## src/rtl/mdu.sv

```systemverilog
`timescale 1ns/1ps
`default_nettype none
// ============================================================================
// Module   : mdu
// Brief    : Multi-cycle multiply/divide unit (shift-add multiply and restoring
//            divide, one bit per cycle). Optional macro MDU_FAST_MUL_EN turns
//            MULT/MULTU into a single-cycle '*' operation.
// Revision : 1.0  initial release
// ============================================================================
module mdu (
  input  logic        clk,
  input  logic        rst,
  input  logic        start,
  input  logic [31:0] A,
  input  logic [31:0] B,
  input  logic [1:0]  MDUOp,
  output logic        busy,
  output logic        done,
  output logic [31:0] HI,
  output logic [31:0] LO,
  output logic        Zero,
  output logic        DivZero
);

  typedef enum logic [1:0] {
    S_IDLE = 2'd0,
    S_CALC = 2'd1,
    S_FIN  = 2'd2
  } state_t;

  state_t      r_state, w_next;
  logic [31:0] r_a, r_b, r_hi, r_lo;
  logic [5:0]  r_cnt;
  logic        r_is_div, r_neg, r_neg_rem, r_done;

  // Signed ops run on magnitudes; the result signs are restored in FIN
  logic        w_sa, w_sb, w_fast_start, w_fast_fin;
  logic [31:0] w_mag_a, w_mag_b;
  assign w_sa    = ~MDUOp[0] & A[31];
  assign w_sb    = ~MDUOp[0] & B[31];
  assign w_mag_a = w_sa ? -A : A;
  assign w_mag_b = w_sb ? -B : B;

  logic [32:0] w_sum, w_shift;
  logic        w_ge;
  logic [31:0] w_sub;
  assign w_sum   = {1'b0, r_hi} + (r_lo[0] ? {1'b0, r_a} : 33'd0);
  assign w_shift = {r_hi, r_lo[31]};
  assign w_ge    = (w_shift >= {1'b0, r_b});
  assign w_sub   = w_shift[31:0] - r_b;

  logic [63:0] w_prod_mag, w_prod;
  logic [31:0] w_quot, w_rem, w_raw_a;
`ifdef MDU_FAST_MUL_EN
  assign w_fast_start = ~MDUOp[1];
  assign w_fast_fin   = ~r_is_div;
  assign w_prod_mag   = w_fast_fin ? ({32'd0, r_a} * {32'd0, r_b}) : {r_hi, r_lo};
`else
  assign w_fast_start = 1'b0;
  assign w_fast_fin   = 1'b0;
  assign w_prod_mag   = {r_hi, r_lo};
`endif
  assign w_prod  = r_neg ? -w_prod_mag : w_prod_mag;
  assign w_quot  = r_neg ? -r_lo : r_lo;
  assign w_rem   = r_neg_rem ? -r_hi : r_hi;
  assign w_raw_a = r_neg_rem ? -r_a : r_a;

  always_ff @(posedge clk or posedge rst) begin
    if (rst) r_state <= S_IDLE;
    else     r_state <= w_next;
  end

  always_comb begin
    w_next = r_state;
    case (r_state)
      S_IDLE:  if (start) w_next = w_fast_start ? S_FIN : S_CALC;
      S_CALC:  if (r_cnt == 6'd31) w_next = S_FIN;
      S_FIN:   w_next = S_IDLE;
      default: w_next = S_IDLE;
    endcase
  end

  always_ff @(posedge clk or posedge rst) begin
    if (rst) begin
      r_a       <= 32'd0;
      r_b       <= 32'd0;
      r_hi      <= 32'd0;
      r_lo      <= 32'd0;
      r_cnt     <= 6'd0;
      r_is_div  <= 1'b0;
      r_neg     <= 1'b0;
      r_neg_rem <= 1'b0;
      r_done    <= 1'b0;
      HI        <= 32'd0;
      LO        <= 32'd0;
      DivZero   <= 1'b0;
    end else begin
      r_done <= 1'b0;
      case (r_state)
        S_IDLE: if (start) begin
          r_a       <= w_mag_a;
          r_b       <= w_mag_b;
          r_hi      <= 32'd0;
          r_lo      <= MDUOp[1] ? w_mag_a : w_mag_b;
          r_cnt     <= 6'd0;
          r_is_div  <= MDUOp[1];
          r_neg     <= w_sa ^ w_sb;
          r_neg_rem <= w_sa;
        end
        S_CALC: begin
          r_cnt <= r_cnt + 6'd1;
          if (r_is_div) begin
            r_hi <= w_ge ? w_sub : w_shift[31:0];
            r_lo <= {r_lo[30:0], w_ge};
          end else begin
            r_hi <= w_sum[32:1];
            r_lo <= {w_sum[0], r_lo[31:1]};
          end
        end
        S_FIN: begin
          r_done <= 1'b1;
          if (!r_is_div) begin
            HI      <= w_prod[63:32];
            LO      <= w_prod[31:0];
            DivZero <= 1'b0;
          end else if (r_b == 32'd0) begin
            HI      <= w_raw_a;
            LO      <= 32'hFFFF_FFFF;
            DivZero <= 1'b1;
          end else begin
            HI      <= w_rem;
            LO      <= w_quot;
            DivZero <= 1'b0;
          end
        end
        default: ;
      endcase
    end
  end

  assign busy = (r_state != S_IDLE);
  assign done = r_done;
  assign Zero = (HI == 32'd0) && (LO == 32'd0);

endmodule
`default_nettype wire
```

## config.mk

```make
export PLATFORM = sky130hd
export DESIGN_NAME = mdu
export DESIGN_NICKNAME = d
export VERILOG_FILES = /design/src/rtl/mdu.sv
export SDC_FILE = /design/constraint.sdc
export NUM_CORES = 1
export LEC_CHECK = 0
export CORE_ASPECT_RATIO = 0.5
export CORE_MARGIN = 2
export CORE_UTILIZATION = 60
export CTS_CLUSTER_DIAMETER = 40
export DETAILED_ROUTE_END_ITERATION = 16
export PLACE_DENSITY = 0.82
export SLEW_MARGIN = 10
export SYNTH_ARGS = -nofsm -noshare
export SYNTH_HDL_FRONTEND = slang
export SYNTH_SLANG_ARGS = --single-unit
```

## constraint.sdc

```tcl
create_clock -name clk -period 16.32 [get_ports clk]
set_clock_uncertainty 0.15 [all_clocks]
set_input_delay 3.264 -clock clk [delete_from_list [all_inputs] [get_ports clk]]
set_output_delay 3.264 -clock clk [all_outputs]
set_load 0.02 [all_outputs]
```

==> Word level (Yosys, flattened, before mapping) <==
Index checks and enable logic that the tools add are counted.
{ "totals": {"regBits": 205, "in_bits": 69, "output_inout_bits": 68} }
{ "op_classes": {"add_sub_neg": 9, "order_cmp": 1, "eq_ne": 5, "mux": 27, "bitwise": 4, "n_reduce_logical": 10} }
{ "op_table": {"columns": ["cell", "count"], "rows": [
  ["$mux 32", 16],
  ["$neg 32->32", 5],
  ["$pmux 32 s2", 2],
  ["$logic_not 32->1", 3],
  ["$mux 64", 1],
  ["$neg 64->64", 1],
  ["$add 32x32->33", 1],
  ["$ge 33x32->1", 1],
  ["$sub 32x32->32", 1],
  ["$pmux 6 s2", 1],
  ["$add 6x1->6 const B", 1],
  ["$eq 6x5->1 const B", 1],
  ["$mux 6", 1],
  ["$reduce_and 2->1", 3],
  ["$mux 2", 2],
  ["$ne 2x2->1 const B", 2],
  ["$pmux 2 s2", 1],
  ["$reduce_bool 2->1", 2],
  ["$mux 1", 3],
  ["$and 1x1->1", 2],
  ["$eq 2x1->1 const B", 1],
  ["$eq 2x2->1 const B", 1],
  ["$logic_not 2->1", 1],
  ["$logic_and 1x1->1", 1],
  ["2 further kinds", 2]
]} }

==> Logic depth before layout (Yosys ltp) <==
Gate-level depths: netlist (run 1).
{ "logic_depth": {"ltp_word": 6, "ltp_mapped": 16} }

==> Least setup slack after synthesis (run 1) <==
Ideal clock, no wire load.
{ "synth_timing": {"path_type": "in2reg", "from": "input B[14]", "to": "register r_lo[29]", "setup_time_ns": 0.082, "arrival_time_ns": 5.391, "slack_ns": 10.697, "path_stages": 9, "path_cell_list": "or4_1 > or3_1 > nor3_1 > and2_1 > nand2_1 > o41ai_1 > xnor2_1 > o211ai_1 > a31oi_1"} }
{ "synth_between": {"elab_chain_len": 5} }
{ "synth_rtl": {"columns": ["item", "line", "source"], "rows": [
  ["from (decl)", "15", "input logic [31:0] B,"],
  ["$neg 32->32", "42", "assign w_mag_b = w_sb ? -B : B;"],
  ["$mux 32", "42", null],
  ["$mux 32", "104", "r_lo <= MDUOp[1] ? w_mag_a : w_mag_b;"],
  ["$mux 32", "100", "S_IDLE: if (start) begin"],
  ["$pmux 32 s2", "99", "case (r_state)"],
  ["to (signal assigned)", "104", null],
  ["to (signal assigned)", "114", "r_lo <= {r_lo[30:0], w_ge};"],
  ["to (signal assigned)", "117", "r_lo <= {w_sum[0], r_lo[31:1]};"],
  ["to (decl)", "32", "logic [31:0] r_a, r_b, r_hi, r_lo;"]
]} }
No other way between the ends. The select of a mux whose other input is x is not followed.
A chain may end at the register's enable or synchronous reset.

==> Worst setup path in the final report (run 1) <==
{ "layout_timing": {"from": "register LO[27]", "to": "output Zero"} }
{ "layout_between": {"elab_chain_len": 2} }
{ "layout_rtl": {"columns": ["item", "line", "source"], "rows": [
  ["from (decl)", "20", "output logic [31:0] LO,"],
  ["from (signal assigned)", "124", "LO <= w_prod[31:0];"],
  ["from (signal assigned)", "132", "LO <= w_quot;"],
  ["$logic_not 32->1", "143", "assign Zero = (HI == 32'd0) && (LO == 32'd0);"],
  ["$logic_and 1x1->1", "143", null],
  ["to (decl)", "21", "output logic Zero,"]
]} }
No other way between the ends.

==> flow_metrics.py, run 1 <==
metrics = {
    "outcome": {
        "status": "completed",
    },
    "floorplanning": {
        "die_h_um": 122.8,
        "rows": 43,
        "core_um2": 27710,
        "die_x_um": 241.6,
        "start_util_pct": 61.11,
        "fp.dieArea_um2": 29660,
        "top_level_ports": 137,
    },
    "route": {
        "post-route-drc-count": 0,
        "drt-met1-wl_um": 25720,
        "dr.pass1.iters": 6,
        "first_iter_violations": 2367,
        "routed.top_layer": "met4",
        "dr_wl_met2_um": 21950,
        "vias": 16600,
        "postRouteAntennaNets": 0,
        "met3_length_um": 8276,
        "wl_per_cell_um": 22.35,
        "wirelength_um": 57580,
        "vias_per_cell": 6.440,
    },
    "clocking": {
        "hold_buffers": 0,
        "cts_resized": 0,
        "cts_tree": "done",
        "h-tree-depth": 1,
        "path_clk_slew_ns": 0.07,
        "cts_root_buf": "clkbuf_16",
        "clockBufferDepth": 3,
        "cts_made_buffers": 26,
        "clk_latency_ns": 0.56,
        "cts_sinks": 205,
        "cts_setup_buffers": 0,
    },
    "worst_setup_path": {
        "max_stage_delay_ns": 0.67,
        "crit_arrival_ns": 2.80,
        "critPathKind": "reg -> out",
        "critPathMaxFanout": 3,
        "crit_chain": "nor4_1 -> nand4_1 -> nor4_1 -> clkdlybuf4s50_1",
        "r2r_slack_ns": 11.99,
        "cp_data_required_time_ns": 12.91,
        "timing.rr.end": "r_hi[24]",
        "critPathBufInv": 1,
        "path_common_cell": "nor4_1",
        "cp-start-kind": "flop",
        "r2r_cells": 12,
        "startpoint": "LO[27]",
        "worst_setup_path_end_kind": "output pin",
        "reg2reg_from": "r_lo[0]",
        "cp_top_family": "simple AND/OR/NAND/NOR gates",
        "cp_slowest_cell": "clkdlybuf4s50_1",
    },
    "synth": {
        "ys_async_sr_fraction_pct": 100.0,
        "yosysWarnings": 0,
        "synth_edf_count": 0,
        "synth.avg_cell_area_um2": 7.923,
        "syn_nets": 2278,
        "ys_ff_latch": 205,
        "yosysUniqueCellTypes": 79,
        "yosysSeqAreaShare_pct": 30.30,
        "syn-cell-area_um2": 16930,
        "ys.flop_type": "dfrtp_1",
        "syn_inst": 2137,
    },
    "global_route": {
        "grt_overflow": 0,
        "grt_max_degree": 128,
        "track_usage_pct": 38.10,
        "grt_pass1_vias": 14650,
        "antenna_found_initial": 0,
        "grt_pass1_wl_um": 87190,
    },
    "timing": {
        "hold_viol": 0,
        "worst_pin_slew_ns": 1.145,
        "maxSlewHeadroom_pct": 23.70,
        "fin_ws_ns": 10.10,
        "rsz0062_at_grt": "false",
        "setup_viol_count_final": 0,
        "setup_tns_ns": 0,
        "fmax_ghz": 0.1609,
        "final.min_clock_period_ns": 6.217,
        "slew_viol_final": 0,
        "holdWs_ns": 0.3245,
        "period_share_pct": 38.09,
    },
    "layout": {
        "layout.nets": 2318,
        "final_cells": 2577,
        "antenna_cells": 0,
        "seqCellArea_um2": 5135,
        "final_layout_size_suffix_gt1_share_pct": 4.647,
        "fillerInstances": 2264,
        "multi_input_area_um2": 11060,
        "area_growth_pct": 13.66,
    },
    "placed_design": {
        "dp_slack_ns": 9.830,
        "dpl.hpwl_um": 43380,
        "placed_cells": 2531,
        "finalWeightedCongestion": 1.011,
        "portBuffers": 136,
    },
    "min_path": {
        "hold_depth": 1,
        "hp-class": "reg -> reg",
        "hold_end": "r_cnt[5]",
        "min-delay-start": "r_cnt[5]",
    },
    "power": {
        "irDropWorstVdd_mv": 0.1203,
        "p_leak_uw": 0.007776,
        "p_per_area_nw_per_um2": 193.4,
    },
    "job": {
        "maxCapViolCount": 0,
    },
}
[cells in the final DEF, fill, tap and decap left out, types with 28 or more instances in the layout]
cell type | synthesis | layout
nand2_1 | 269 | 268
o21ai_0 | 229 | 229
dfrtp_1 | 205 | 203
nor2_1 | 154 | 153
a21oi_1 | 147 | 147
clkdlybuf4s50_1 | 0 | 135
xnor2_1 | 128 | 128
xor2_1 | 102 | 102
ha_1 | 70 | 70
a211oi_1 | 63 | 63
inv_1 | 62 | 61
mux2i_1 | 44 | 44
o211ai_1 | 42 | 42
nor4_1 | 40 | 40
a21o_1 | 40 | 40
and2_1 | 39 | 38
o31ai_1 | 33 | 33
nand3_1 | 32 | 32
nor3_1 | 28 | 28
[layer usage]
metal / global-route usage, % / vias to the layer above
met1: 58.34 / 7798
li1: - / 7756
met2: 50.07 / 939
met5: 0 / -
met3: 12.55 / 103
met4: 10.25 / 0
[through the flow]
step	cell area (um^2)	power [uW]	utilization, %
2_1_floorplan	16930	2433	-
3_3_place_gp	18400	2990	66.42
3_5_place_dp	18400	3032	66.42
4_1_cts	19240	3628	69.45
5_1_grt	19240	3945	69.45
6_report	19240	3722	69.45
[final cells by class]
type / count / area share, %
sequential: 205 / 26.68
timing repair buffer: 154 / 7.750
clock inverter: 15 / 0.7867
inverter: 62 / 1.248
tap: 382 / 2.484
multi-input combinational: 1728 / 57.46
clock buffer: 31 / 3.583
[cell families (layout without fill, tap and decap cells)]
kind of cell / Yosys count / count (layout) / synth area share (%)
AND/OR/NAND/NOR: 706 / 706 / 19.96
AO/OA/AOI/OAI: 669 / 669 / 24.69
XOR/XNOR: 230 / 230 / 11.90
flip-flops: 205 / 205 / 30.30
buffers and inverters: 204 / 262 / 4.611
adder cells (fa/ha/maj): 72 / 72 / 5.409
multiplexers: 51 / 51 / 3.133
[cell usage after synthesis, types with 4 or more instances]
master | number | area share, %
a21oi_1 | 147 | 4.3
or4_1 | 13 | 0.58
o21ai_1 | 8 | 0.24
mux2_2 | 6 | 0.40
nor4_1 | 40 | 1.5
a21o_1 | 40 | 1.8
clkbuf_1 | 125 | 2.8
nor3_1 | 28 | 0.83
o31ai_1 | 33 | 1.5
and3_1 | 14 | 0.52
xor2_1 | 102 | 5.3
inv_1 | 62 | 1.4
a32o_1 | 6 | 0.35
nand4_1 | 20 | 0.74
dfrtp_1 | 205 | 30
ha_1 | 70 | 5.2
and2_1 | 39 | 1.4
a211oi_1 | 63 | 2.8
o22a_1 | 6 | 0.31
a21boi_0 | 5 | 0.22
o211ai_1 | 42 | 1.9
a22oi_1 | 9 | 0.40
nor2_1 | 154 | 3.4
nor2b_1 | 14 | 0.52
a221o_1 | 7 | 0.41
nand3_1 | 32 | 0.95
xnor2_1 | 128 | 6.6
a31oi_1 | 18 | 0.67
o21ai_0 | 229 | 6.8
nand2_1 | 269 | 6.0
or3_1 | 22 | 0.81
nand2b_1 | 26 | 0.96
buf_2 | 4 | 0.12
nand3b_1 | 4 | 0.18
mux2i_1 | 44 | 2.6
or2_2 | 7 | 0.26
o41ai_1 | 13 | 0.67
o21a_1 | 7 | 0.31
buf_1 | 10 | 0.22
[power breakdown]
group          total (uW)  internal, uW  switching (uW)
Sequential           1020           648             369
Clock                 576           324             252
Combinational        2130           881            1250
[flip-flops by register name (all words and copies together), names as in the netlist]
name / cells
r_lo: 32
r_neg_rem: 1
HI: 32
done: 1
r_b: 32
r_state: 2
r_neg: 1
r_cnt: 6
r_a: 32
DivZero: 1
LO: 32
r_hi: 32
r_is_div: 1
[worst max-delay path by stage]
stage,end,cells after the start
after floorplan,DivZero,1
after global placement,r_lo[25],11
after detailed placement,r_lo[25],11
after CTS,Zero,4
after global routing,r_lo[25],11
final,Zero,4
Power figures use the tool's default switching activity.
==> inputs of run 2 (changes only) <==
==> constraint.sdc (replaced) <==
create_clock -name clk -period 5.9 [get_ports clk]
set_clock_uncertainty 0.15 [all_clocks]
set_input_delay 1.18 -clock clk [delete_from_list [all_inputs] [get_ports clk]]
set_output_delay 1.18 -clock clk [all_outputs]
set_load 0.02 [all_outputs]
==> run 2 against run 1 <==
Effect of this change: first-iteration DRC count is 8.5% lower; count of clock-buffer cells in the layout fell by 2; core utilization is 0.51 points higher; global-route usage rose by 0.80 points; register-to-register slack got worse by 10 ns; setup slack got worse by 8.5 ns; flip-flop and latch count is the same; largest power group unchanged.
==> flow_metrics.py, run 2 (synthesis results as in run 1) <==
metrics = {
    "layout": {
        "layout_common_cells": "268 x nand2_1, 229 x o21ai_0, 203 x dfrtp_1, 153 x nor2_1, 147 x a21oi_1",
        "final_cells": 2582,
        "final_layout_size_suffix_gt1_share_pct": 4.955,
        "layout.nets": 2323,
        "final_common_cell": "nand2_1",
        "fillerInstances": 2284,
        "area_growth_pct": 14.49,
        "multi_input_area_um2": 11060,
        "antenna_cells": 0,
        "seqCellArea_um2": 5135,
    },
    "timing": {
        "fmax_ghz": 0.2321,
        "holdWs_ns": 0.3285,
        "period_share_pct": 73.01,
        "setup_tns_ns": 0,
        "worst_pin_slew_ns": 1.129,
        "maxSlewHeadroom_pct": 24.76,
        "final.min_clock_period_ns": 4.308,
        "setup_viol_count_final": 0,
        "hold_viol": 0,
        "rsz0062_at_grt": "false",
        "slew_viol_final": 0,
    },
    "power": {
        "irDropWorstVdd_mv": 0.4738,
        "seq_power_share_pct": 27.1,
        "power_uw": 10530,
        "p_clk_share_pct": 16.3,
        "p_int_uw": 5270,
        "switching_share_pct": 49.97,
        "p_per_area_nw_per_um2": 543.4,
        "power.switching_uw": 5264,
        "p_comb_share_pct": 56.6,
        "p_leak_uw": 0.007845,
    },
    "outcome": {
        "status": "completed",
    },
    "placed_design": {
        "portBuffers": 136,
        "dpl.hpwl_um": 44690,
        "placed_cells": 2537,
        "finalWeightedCongestion": 1.000,
    },
    "global_route": {
        "grt_pass1_wl_um": 88380,
        "track_usage_pct": 38.91,
        "busiest_layer": "met1",
        "use_met2_pct": 52.28,
        "antenna_found_initial": 0,
        "grt_max_degree": 110,
        "gr-usage-met1_pct": 59.30,
        "grt_pass1_vias": 14680,
        "met3_usage_pct": 14.24,
        "grt_overflow": 0,
    },
    "worst_setup_path": {
        "cp_data_required_time_ns": 6.17,
        "critPathMaxFanout": 31,
        "crit_arrival_ns": 4.58,
        "worst_setup_path_end_kind": "flop",
        "critPathKind": "reg -> reg",
        "cp-start-kind": "flop",
    },
    "route": {
        "dr.pass1.iters": 6,
        "post-route-drc-count": 0,
        "wirelength_um": 58820,
        "first_iter_violations": 2166,
        "vias": 16920,
        "vias_per_cell": 6.555,
        "postRouteAntennaNets": 0,
        "wl_per_cell_um": 22.78,
    },
    "clocking": {
        "cts_made_buffers": 25,
        "path_clk_slew_ns": 0.07,
        "clk_latency_ns": 0.57,
        "cts_setup_buffers": 0,
        "cts_sinks": 205,
        "cts_root_buf": "clkbuf_16",
        "cts_resized": 0,
        "cts_tree": "done",
        "h-tree-depth": 1,
        "clockBufferDepth": 3,
        "hold_buffers": 0,
    },
    "floorplanning": {
        "die_h_um": 122.8,
        "start_util_pct": 61.11,
        "top_level_ports": 137,
        "fp.dieArea_um2": 29660,
        "rows": 43,
        "die_x_um": 241.6,
        "core_um2": 27710,
    },
    "min_path": {
        "hp-class": "reg -> reg",
    },
    "job": {
        "maxCapViolCount": 0,
    },
}
-- run 2: cell types whose count changed in the layout (fill, tap and decap cells not counted), sizes merged --
cell / delta
bufinv: +3
clkinv: -1
inv: -1
buf: +6
clkbuf: -2
-- run 2: final cells by class --
type / instances / share of cell area [%]
clock buffers: 29 / 3.460
multi-input cells: 1728 / 57.05
well taps: 382 / 2.466
inverters: 62 / 1.220
repair buffers: 160 / 8.055
flip-flops and latches: 205 / 26.49
clock inverters: 16 / 1.265
-- run 2: metrics by stage --
stage	util [%]	worst slack (ns)	instance area (um^2)
floorplan	-	1.912	16940
global placement	66.66	1.533	18470
detailed placement	66.66	1.478	18470
CTS	69.96	1.703	19380
global route	69.96	1.412	19380
finish	69.96	1.592	19380
-- run 2: critical path, stage by stage (launching register included) --
cell,delay [ns]
dfrtp_1,0.45
buf_4,0.31
and2_1,0.19
ha_1,0.26
a21o_1,0.21
a2111oi_1,0.54
a2bb2oi_1,0.52
o31ai_1,0.22
or4_1,0.51
and3_1,0.18
a311oi_1,0.33
xor2_1,0.16
o21ai_0,0.10
-- run 2: worst paths after layout --
path                                from        to  slack, ns  depth (start not counted)
worst max-delay path             r_lo[0]  r_hi[24]       1.59                         12
worst min-delay path            r_cnt[5]  r_cnt[5]       0.33                          1
worst max register to register   r_lo[0]  r_hi[24]       1.59                         12
worst min register to register  r_cnt[5]  r_cnt[5]       0.33                          1
max in group asynchronous            rst    HI[25]       3.77                          3
min in group asynchronous            rst    LO[10]       0.82                          2
-- run 2: metal layers --
| layer | vias up | wire [um] |
|---|---|---|
| met5 | - | 0 |
| met4 | 0 | 838 |
| li1 | 7759 | - |
| met1 | 8102 | 25940 |
| met2 | 987 | 22820 |
| met3 | 76 | 9220 |
-- run 2: power groups by stage --
| stage | sequential [uW] | combinational, uW | clock (uW) |
|---|---|---|---|
| floorplan | 2170 | 4560 | 0 |
| global placement | 2760 | 5650 | 0 |
| detailed placement | 2770 | 5710 | 0 |
| CTS | 2750 | 5770 | 1720 |
| global route | 2850 | 6470 | 1780 |
| finish | 2860 | 5960 | 1720 |
==> inputs of run 3 (changes only) <==
==> constraint.sdc (replaced) <==
create_clock -name clk -period 4.4 [get_ports clk]
set_clock_uncertainty 0.15 [all_clocks]
set_input_delay 0.88 -clock clk [delete_from_list [all_inputs] [get_ports clk]]
set_output_delay 0.88 -clock clk [all_outputs]
set_load 0.02 [all_outputs]
==> run 3 against run 2 <==
Effect of this change: largest cell class unchanged; critical path depth is the same; hold slack gained 0.030 ns; largest power group unchanged; die area is the same.
==> flow_metrics.py, run 3 (synthesis results as in run 1) <==
metrics = {
    "outcome": {
        "status": "completed",
    },
    "layout": {
        "final_layout_size_suffix_gt1_share_pct": 6.020,
        "layout_common_cells": "268 x nand2_1, 229 x o21ai_0, 203 x dfrtp_1, 153 x nor2_1, 147 x a21oi_1",
        "layout.nets": 2349,
        "final_common_cell": "nand2_1",
        "final_cells": 2609,
        "area_growth_pct": 15.05,
    },
    "worst_setup_path": {
        "max_stage_delay_ns": 0.54,
        "critPathMaxFanout": 30,
        "crit_arrival_ns": 4.34,
        "r2r_slack_ns": 0.31,
        "cp_top_family": "compound AO/OA/AOI/OAI gates",
        "worst_setup_path_end_kind": "flop",
        "cp_slowest_cell": "a2111oi_1",
        "cp-start-kind": "flop",
        "crit_chain": "buf_4 -> and2_1 -> ha_1 -> a21o_1 -> a2111oi_1 -> a2bb2oi_1 -> o31ai_1 -> or4_1 -> and3_1 -> o21ai_0 -> mux2i_1 -> o211ai_1",
        "critPathBufInv": 1,
        "cp_data_required_time_ns": 4.64,
        "critPathKind": "reg -> reg",
    },
    "global_route": {
        "grt_overflow": 0,
        "grt_pass1_wl_um": 88730,
        "antenna_found_initial": 1,
        "grt_pass1_vias": 14910,
        "grt_max_degree": 81,
        "track_usage_pct": 38.81,
    },
    "placed_design": {
        "portBuffers": 136,
        "placed_cells": 2563,
        "finalWeightedCongestion": 1.089,
        "dpl.hpwl_um": 45130,
    },
    "route": {
        "wl_per_cell_um": 22.58,
        "vias": 17090,
        "wirelength_um": 58920,
        "dr.pass1.iters": 6,
        "post-route-drc-count": 0,
        "postRouteAntennaNets": 0,
        "first_iter_violations": 2542,
        "vias_per_cell": 6.552,
    },
    "clocking": {
        "cts_resized": 0,
        "path_clk_slew_ns": 0.07,
        "h-tree-depth": 1,
        "cts_sinks": 205,
        "clockBufferDepth": 3,
        "cts_made_buffers": 25,
        "cts_tree": "done",
        "hold_buffers": 0,
        "cts_root_buf": "clkbuf_16",
        "cts_setup_buffers": 0,
        "clk_latency_ns": 0.54,
    },
    "power": {
        "irDropWorstVdd_mv": 0.4695,
        "p_leak_uw": 0.007908,
        "p_per_area_nw_per_um2": 717.2,
    },
    "timing": {
        "worst_pin_slew_ns": 0.9553,
        "maxSlewHeadroom_pct": 36.18,
        "final.min_clock_period_ns": 4.093,
        "hold_viol": 0,
        "fmax_ghz": 0.2443,
        "slew_viol_final": 0,
        "setup_viol_count_final": 0,
        "setup_tns_ns": 0,
        "period_share_pct": 93.02,
        "rsz0062_at_grt": "false",
    },
    "floorplanning": {
        "die_x_um": 241.6,
        "rows": 43,
        "fp.dieArea_um2": 29660,
        "die_h_um": 122.8,
        "core_um2": 27710,
        "top_level_ports": 137,
        "start_util_pct": 61.11,
    },
    "min_path": {
        "hp-class": "reg -> reg",
    },
    "job": {
        "maxCapViolCount": 0,
    },
}
==> run 3: changes by cell type in the layout (fill, tap and decap cells not counted), moves of 4 or more <==
| cell | previous run | this run |
|---|---|---|
| clkinvlp_4 | 1 | 6 |
| bufinv_16 | 4 | 0 |
| inv_6 | 4 | 0 |
| buf_4 | 22 | 46 |
==> run 3: path summary, 6_finish.rpt <==
check	to	from	cells after the start
worst max-delay path	r_hi[28]	r_lo[0]	12
worst min-delay path	HI[27]	HI[27]	2
worst max register to register	r_hi[28]	r_lo[0]	12
worst min register to register	HI[27]	HI[27]	2
max in group asynchronous	r_cnt[0]	rst	3
min in group asynchronous	LO[9]	rst	2
==> run 3: where the power goes <==
group	leakage, uW	switching, uW	internal [uW]
clock	0.000377	917	1090
sequential	0.00249	1320	2410
combinational	0.00504	4840	3400
==> run 3: tightest hold or removal path, delay by kind of cell, from the launching register on <==
| kind | cells | cell delay (ns) |
|---|---|---|
| and+or+nand+nor | 1 | 0.06 |
| DFF | 1 | 0.36 |
| AOI/OAI and AO/OA | 1 | 0.06 |
==> run 3: area by class of cell <==
cell class	instances	area, um^2
multi-input cells	1728	11060
repair buffers	186	1782
clock inverters	17	141.4
flip-flops and latches	205	5135
clock buffers	28	646.9
diodes	1	2.502
well taps	382	478.0
fillers	2238	8228
inverters	62	236.5
==> run 3: per-layer routing <==
layer | GRT usage, % | wire length, um | vias up
met2 | 51.62 | 22550 | 1118
met3 | 16.14 | 9985 | 78
met4 | 6.561 | 941 | 0
met1 | 58.19 | 25440 | 8081
li1 | - | - | 7816
met5 | 0 | 0 | -
==> run 3: per-stage QoR <==
step | hold WS (ns) | setup WS, ns | cell area (um^2) | power [uW] | util [%]
floorplan | 0.2862 | 0.5919 | 16940 | 9024 | -
finish | 0.3586 | 0.3071 | 19480 | 13970 | 70.30
CTS | 0.3619 | 0.3944 | 19480 | 13520 | 70.30
global route | 0.3861 | 0.07479 | 19480 | 14710 | 70.30
global placement | 0.3056 | 0.4240 | 18690 | 11330 | 67.45
detailed placement | 0.3453 | 0.3002 | 18690 | 11470 | 67.45
